### src/rtl/led_pkg.sv
// Shared types for the LED/display datapath: count type, saturation limit and meter FSM states.
package led_pkg;
    typedef logic [7:0] count_t;

    localparam count_t COUNT_MAX = 8'd255;

    typedef enum logic [0:0] {
        IDLE = 1'b0,
        GATE = 1'b1
    } fsm_state_t;

    // Saturating increment; returns {attempted_past_max, result}.
    function automatic logic [8:0] sat_inc(input count_t a, input logic inc);
        if (inc && (a == COUNT_MAX)) begin
            return {1'b1, COUNT_MAX};
        end
        return {1'b0, a + count_t'(inc)};
    endfunction
endpackage

### src/rtl/pulse_edge_detect.sv
// Rising-edge detector, optional two-flop synchronizer when FRAME_RATE_METER_SYNC_EN is defined.
// Latency: event_o in the cycle the rise is sampled; two cycles later when synchronized.
// Backpressure: none; emits a one-cycle event per rising edge.
module pulse_edge_detect (
    input  logic clk_i,
    input  logic rst_i,
    input  logic pulse_i,
    output logic event_o
);
    logic sample;
    logic prev_q;

`ifdef FRAME_RATE_METER_SYNC_EN
    logic sync1_q;
    logic sync2_q;

    always_ff @(posedge clk_i or posedge rst_i) begin
        if (rst_i) begin
            sync1_q <= 1'b0;
            sync2_q <= 1'b0;
        end else begin
            sync1_q <= pulse_i;
            sync2_q <= sync1_q;
        end
    end

    assign sample = sync2_q;
`else
    assign sample = pulse_i;
`endif

    always_ff @(posedge clk_i or posedge rst_i) begin
        if (rst_i) begin
            prev_q <= 1'b0;
        end else begin
            prev_q <= sample;
        end
    end

    assign event_o = sample & ~prev_q;
endmodule

### src/rtl/frame_rate_meter.sv
// Frame-rate meter: counts frame_done_in rising edges over a CLK_FREQ-cycle gate; FRAME_RATE_METER_SYNC_EN adds input sync.
// Latency: result registered at the edge closing the terminal gate cycle (+2 cycles input delay when synchronized).
// Backpressure: none; count_valid_out is a fire-and-forget one-cycle strobe.
module frame_rate_meter
    import led_pkg::*;
#(
    parameter int CLK_FREQ = 50_000_000
) (
    input  logic       clk_in,
    input  logic       rst_in,
    input  logic       enable_in,
    input  logic       frame_done_in,
    output logic [7:0] count_out,
    output logic       count_valid_out,
    output logic       overflow_out
);
    localparam int            GW        = $clog2(CLK_FREQ);
    localparam logic [GW-1:0] GATE_LAST = GW'(CLK_FREQ - 1);

    fsm_state_t    state_q, state_d;
    logic [GW-1:0] gate_q, gate_d;
    count_t        acc_q, acc_d, acc_inc;
    count_t        count_q, count_d;
    logic          sat_q, sat_d, inc_sat;
    logic          ovf_q, ovf_d;
    logic          vld_q, vld_d;
    logic          evt;

    pulse_edge_detect u_edge (
        .clk_i   (clk_in),
        .rst_i   (rst_in),
        .pulse_i (frame_done_in),
        .event_o (evt)
    );

    assign {inc_sat, acc_inc} = sat_inc(acc_q, evt);

    always_comb begin
        state_d = state_q;
        gate_d  = gate_q;
        acc_d   = acc_q;
        sat_d   = sat_q;
        count_d = count_q;
        ovf_d   = ovf_q;
        vld_d   = 1'b0;
        case (state_q)
            IDLE: begin
                gate_d = '0;
                acc_d  = '0;
                sat_d  = 1'b0;
                if (enable_in) begin
                    state_d = GATE;
                end
            end
            GATE: begin
                if (!enable_in) begin
                    // Partial window is dropped; published results stay put.
                    state_d = IDLE;
                    gate_d  = '0;
                    acc_d   = '0;
                    sat_d   = 1'b0;
                end else if (gate_q == GATE_LAST) begin
                    count_d = acc_inc;
                    ovf_d   = sat_q | inc_sat;
                    vld_d   = 1'b1;
                    gate_d  = '0;
                    acc_d   = '0;
                    sat_d   = 1'b0;
                end else begin
                    gate_d = gate_q + GW'(1);
                    acc_d  = acc_inc;
                    sat_d  = sat_q | inc_sat;
                end
            end
            default: state_d = IDLE;
        endcase
    end

    always_ff @(posedge clk_in or posedge rst_in) begin
        if (rst_in) begin
            state_q <= IDLE;
            gate_q  <= '0;
            acc_q   <= '0;
            sat_q   <= 1'b0;
            count_q <= '0;
            ovf_q   <= 1'b0;
            vld_q   <= 1'b0;
        end else begin
            state_q <= state_d;
            gate_q  <= gate_d;
            acc_q   <= acc_d;
            sat_q   <= sat_d;
            count_q <= count_d;
            ovf_q   <= ovf_d;
            vld_q   <= vld_d;
        end
    end

    assign count_out       = count_q;
    assign count_valid_out = vld_q;
    assign overflow_out    = ovf_q;
endmodule

### config.mk
export PLATFORM = sky130hd
export DESIGN_NAME = frame_rate_meter
export DESIGN_NICKNAME = d
export VERILOG_FILES = /design/src/rtl/led_pkg.sv /design/src/rtl/pulse_edge_detect.sv /design/src/rtl/frame_rate_meter.sv
export SDC_FILE = /design/constraint.sdc
export NUM_CORES = 1
export LEC_CHECK = 0
export BUFFER_PORTS_ARGS = -buffer_cell sky130_fd_sc_hd__clkbuf_2
export CAP_MARGIN = 10
export CORE_UTILIZATION = 46
export DETAILED_ROUTE_END_ITERATION = 6
export PLACE_DENSITY_LB_ADDON = 0.05
export SETUP_SLACK_MARGIN = 0.05
export SYNTH_ARGS = -nofsm -noshare
export SYNTH_HDL_FRONTEND = slang
export SYNTH_SLANG_ARGS = --single-unit
### constraint.sdc
create_clock -name clk_in -period 2.3 [get_ports clk_in]
set_input_delay 0.46 -clock clk_in [delete_from_list [all_inputs] [get_ports clk_in]]
set_output_delay 0.46 -clock clk_in [all_outputs]
set_load 0.03 [all_outputs]
=== Yosys cells after proc, flatten, opt, wreduce, memory -nomap -nowiden ===
Index checks and enable logic that the tools add are counted.

* Add/subtract/negate cells: 2
* $mul: 0
* Div/mod/pow operators: 0
* $lt $le $gt $ge: 0
* Eq/ne operators: 2
* Shift-type cells: 0
* Muxes and demuxes: 16
* Bitwise operators: 4
* Reductions and logical operators: 2

{| class="wikitable"
|+ Operator list
! operator !! count
|-
| 26-bit 2-to-1 mux || 2
|-
| 26-bit case mux with 2 select lines || 1
|-
| 26-bit by 1-bit adder with 26-bit output, second input constant || 1
|-
| 26-bit equality test, second input constant || 1
|-
| 9-bit 2-to-1 mux || 2
|-
| 8-bit 2-to-1 mux || 2
|-
| 8-bit case mux with 2 select lines || 1
|-
| 8-bit by 1-bit adder with 8-bit output || 1
|-
| 8-bit equality test, second input constant || 1
|-
| 1-bit 2-to-1 mux || 7
|-
| 3-bit AND reduction || 1
|-
| 1-bit inverter || 2
|-
| 1-bit case mux with 2 select lines || 1
|-
| 1-bit AND || 1
|-
| 1-bit logical AND || 1
|-
| 1-bit bitwise OR || 1
|}

* Bits in registers: 47
* Bits in latches: 0
* RAM bits: 0
* Bits in read-only memories: 0
* Input port bits: 4
* Output and inout port bits: 10
* Word-level logic and storage cells: 34
* Memories: 0

=== Depth between registers and ports, before layout ===
* Depth in word-level cells: 9
* Mapped depth: 8
* Gate-level depth less buffers: 8

=== Cells and area by module ===
Synthesis repeated with hierarchy kept, for this count alone.

* Cells, all modules: 230
* Area total of the unflattened synthesis: 2317.2 um^2

{| class="wikitable"
|+ Modules (own cells, without submodules)
! module !! instances !! cells an instance !! area each (um^2) !! seq. area each (um^2)
|-
| frame_rate_meter || 1 || 227 || 2274.7 || 1151.1
|-
| pulse_edge_detect || 1 || 3 || 42.5 || 25.0
|}

=== Worst setup path before layout ===
Ideal clock, no wire load.

* Path type: register -> register
* Start: register gate_q[8]
* End: register count_q[0], in the netlist count_out[0]
* Library setup time: 0.128 ns
* Data arrival time: 1.762 ns
* Required time: 2.172 ns
* Setup slack: 0.410 ns
* Cell stages (with the launch flop): 6
* Path buffers: 1
* Cells stage by stage: dfrtp_1 or4_1 nor4_2 nand4b_1 buf_2 mux2_1

* Longest elaborated chain between the ends: 2

{| class="wikitable"
|+ RTL lines
! item !! line !! source
|-
| start, declared || frame_rate_meter.sv:21 || <nowiki>logic [GW-1:0] gate_q, gate_d;</nowiki>
|-
| start signal, assigned || frame_rate_meter.sv:90 || <nowiki>gate_q <= gate_d;</nowiki>
|-
| 26-bit equality test || frame_rate_meter.sv:62 || <nowiki>end else if (gate_q == GATE_LAST) begin</nowiki>
|-
| 3-bit AND reduction (no line) || -- ||
|-
| end signal, assigned || frame_rate_meter.sv:93 || <nowiki>count_q <= count_d;</nowiki>
|-
| end, declared || frame_rate_meter.sv:23 || <nowiki>count_t count_q, count_d;</nowiki>
|}

No other way between the ends.
A chain may end at the register's enable or synchronous reset.

=== Worst setup path in the final report ===
* Start: register gate_q[7]
* End: register gate_q[25]

* Longest elaborated chain between the ends: 4
* Elaborated cells on any way between the ends: 5
* Those cells by class: add/sub: 1; eq/ne: 1; mux: 3

{| class="wikitable"
|+ RTL lines
! item !! line !! source
|-
| 26-bit by 1-bit adder with 26-bit output or 26-bit equality test (tied branches) || frame_rate_meter.sv:70, frame_rate_meter.sv:62 ||
|-
| 26-bit 2-to-1 mux (*) || frame_rate_meter.sv:62 ||
|-
| 26-bit 2-to-1 mux (*) || frame_rate_meter.sv:56 || <nowiki>if (!enable_in) begin</nowiki>
|-
| 26-bit case mux with 2 select lines (*) || frame_rate_meter.sv:46 || <nowiki>case (state_q)</nowiki>
|-
| net gate_d[25] || frame_rate_meter.sv:21 ||
|}

The timed path passes the listed nets; every way through them passes the cells marked *.

==> results.py <==
metrics = {
    "power": {
        "peakVddDrop_v": 0.000326,
        "p_leak_nw": 1.09,
        "p_per_area_nw_per_um2": 531,
        "totalPowerFinal_mw": 1.34,
    },
    "timing": {
        "layout_min_cycle_time_ns": 2.09,
        "fin_crit_sh_pct": 90.7,
        "finalHoldViolCount": 0,
        "slew_violations": 0,
        "rsz0062_at_grt": "no",
        "setup_tns_ns": 0,
        "hold_slack_ns": 0.290,
        "finalSetupViolCount": 0,
        "maxSlewHeadroom_pct": 57.0,
        "worst_slew_pin_slew_ns": 0.639,
        "clock_skew_ns": 0.00627,
        "timing.fmax_mhz": 479,
    },
    "layout": {
        "seq_area_um2": 1180,
        "diodes": 0,
        "final_util_pct": 53.2,
        "multi_input_area_um2": 1050,
        "area.growth.synth_to_final_pct": 10.2,
        "final_nets": 254,
        "fill_cells": 451,
        "drive_gt1_share_pct": 13.7,
    },
    "cts": {
        "cts-resized-gates": 0,
        "clock_sinks": 47,
        "clkSlewWorstSetupHoldPaths_ns": 0.08,
        "clk_latency_ns": 0.29,
        "cts_buffers": 5,
        "htree_levels": 2,
        "ctsRootBufferMaster": "clkbuf_8",
        "ctsHoldBuffers": 0,
        "cts_tree": "done",
        "post_cts_buffers": 0,
        "clockBufferDepth": 2,
    },
    "detailed_routing": {
        "drt_wl_total_mm": 4.46,
        "viasPerCell": 5.50,
        "remaining_drc_errors": 0,
        "drt_pass1_iterations": 4,
        "drt-initial-drc-count": 112,
        "vias": 1731,
        "ant_nets": 0,
        "wl_per_cell_um": 14.1,
    },
    "outcome": {
        "status": "finished clean",
    },
    "global_route": {
        "met1_usage_pct": 24.9,
        "grt_pass1_wl_mm": 7.90,
        "grt_use_met3_pct": 4.28,
        "grt_max_degree": 48,
        "antenna_found_initial": 0,
        "met2_usage_pct": 33.0,
        "grt_remaining_overflow": 0,
        "grt_pass1_vias": 1719,
        "top_usage_layer": "met2",
        "grt_usage_pct": 19.5,
    },
    "worst_setup_path": {
        "worstPathArrival_ns": 2.30,
        "cp-startpoint": "gate_q[7]",
        "cp_data_required_time_ns": 2.52,
        "reg2reg_to": "gate_q[25]",
        "end_kind": "flop",
        "path_max_fanout": 7,
        "cp-start-kind": "flop",
        "r2r_start": "gate_q[7]",
        "worstSetupPathType": "reg -> reg",
        "r2r_slack_ns": 0.21,
        "rr_worst_depth": 4,
        "crit_path_end": "gate_q[25]",
    },
    "yosys": {
        "netlist_top_cells_count": "dfrtp_1, nor2_1, a21oi_1",
        "yosys.area.top_type": "dfrtp_1",
        "yosysUniqueCellTypes": 34,
        "synth_area_per_cell_um2": 9.98,
        "synth_top_area_share_pct": 51.2,
        "netlist_instances": 230,
        "synth_edf_count": 0,
        "yosysMostFrequentCell": "dfrtp_1",
        "ys.flop_type": "dfrtp_1",
        "ys_async_sr_fraction_pct": 100,
        "ys_warn_count": 0,
        "ys_seq_area_share_pct": 51.2,
        "syn_area_um2": 2300,
        "syn_nets": 237,
        "synth_top_cells_by_area": "dfrtp_1, nor2_1, a21oi_1",
        "yosys_register_bits": 47,
    },
    "die": {
        "row_count": 25,
        "initial_core_util_pct": 48.3,
        "die_area_um2": 5280,
        "core_um2": 4750,
        "dieWidth_um": 72.7,
        "die_y_um": 72.7,
        "io_pins": 14,
    },
    "placement": {
        "routabilityCongestion": 0.907,
        "post-dp-hpwl_mm": 3.24,
        "io_buffer_count": 13,
    },
    "worst_hold_path": {
        "min_path_type": "in -> async",
    },
    "flow_run": {
        "cap_violations": 0,
    },
}
[critical path: stages (launching register included)]
cell and delay (ns):
dfrtp_1 0.47, nand4_1 0.19, or4_1 0.68, or4_1 0.51
a21oi_1 0.16
[layout make-up]
cell class | instances | share of cell area, %
flip-flops and latches | 47 | 46.5
clock buffers | 7 | 3.02
inverters | 11 | 1.63
repair buffers | 18 | 4.05
clock inverters | 1 | 0.198
well taps | 67 | 3.31
multi-input cells | 164 | 41.3
[stage by stage]
step,cell area (µm²),worst slack [ns],std cells
2_1_floorplan,2300,0.410,230
3_3_place_gp,2450,0.273,307
3_5_place_dp,2450,0.251,307
4_1_cts,2530,0.227,315
5_1_grt,2530,0.0883,315
6_report,2530,0.213,315
[power by group]
group	switching [mW]	total [mW]	internal, mW	leakage, nW
registers	0.00290	0.832	0.829	0.630
clock network	0.256	0.470	0.214	0.0422
logic	0.0316	0.0425	0.0109	0.423
[cells in the final DEF (no fill, tap or decap), drive strengths merged, types with 2 or more instances in the layout]
| cell | count |
|---|---|
| inv | 11 |
| nand2 | 10 |
| xor2 | 8 |
| nand4b | 3 |
| nor2b | 2 |
| nand2b | 6 |
| and2 | 2 |
| and4 | 2 |
| a21oi | 15 |
| nor4 | 2 |
| clkbuf | 20 |
| or2 | 3 |
| o21ai | 8 |
| o41ai | 2 |
| nand4 | 12 |
| nor2 | 25 |
| and3 | 4 |
| mux2i | 7 |
| buf | 5 |
| nor3 | 5 |
| dfrtp | 47 |
| xnor2 | 7 |
| nand3 | 13 |
| o31ai | 5 |
| or4 | 8 |
| ha | 3 |
| mux2 | 5 |
| or3 | 5 |
[layer usage]
layer,vias up,wire [µm]
li1,856,-
met1,827,1960
met2,41,2270
met3,7,173
met4,0,61
met5,-,0
[worst min path at each step]
stage               slack (ns)      endpoint  cells after the start
global placement          0.46         sat_q                      2
finish                    0.29  count_out[3]                      3
floorplan                 0.45         sat_q                      2
CTS                       0.28       state_q                      1
global route              0.28       state_q                      1
detailed placement        0.47         sat_q                      2
[registers in the layout (all words and copies together), names as in the netlist]
name             cells
count_valid_out      1
u_edge.prev_q        1
state_q              1
overflow_out         1
count_out            8
sat_q                1
gate_q              26
acc_q                8
[cell families (layout without fill, tap and decap cells)]
| family | after synthesis | in the layout | share of synthesized area, % |
|---|---|---|---|
| AO/OA/AOI/OAI | 31 | 31 | 7.79 |
| XOR/XNOR | 15 | 15 | 5.72 |
| adder cells (fa/ha/maj) | 3 | 3 | 1.64 |
| buffers and inverters | 19 | 37 | 3.22 |
| flip-flops | 47 | 47 | 51.2 |
| multiplexers | 12 | 12 | 5.50 |
| AND/OR/NAND/NOR | 103 | 103 | 24.9 |
Power figures use the tool's default switching activity.
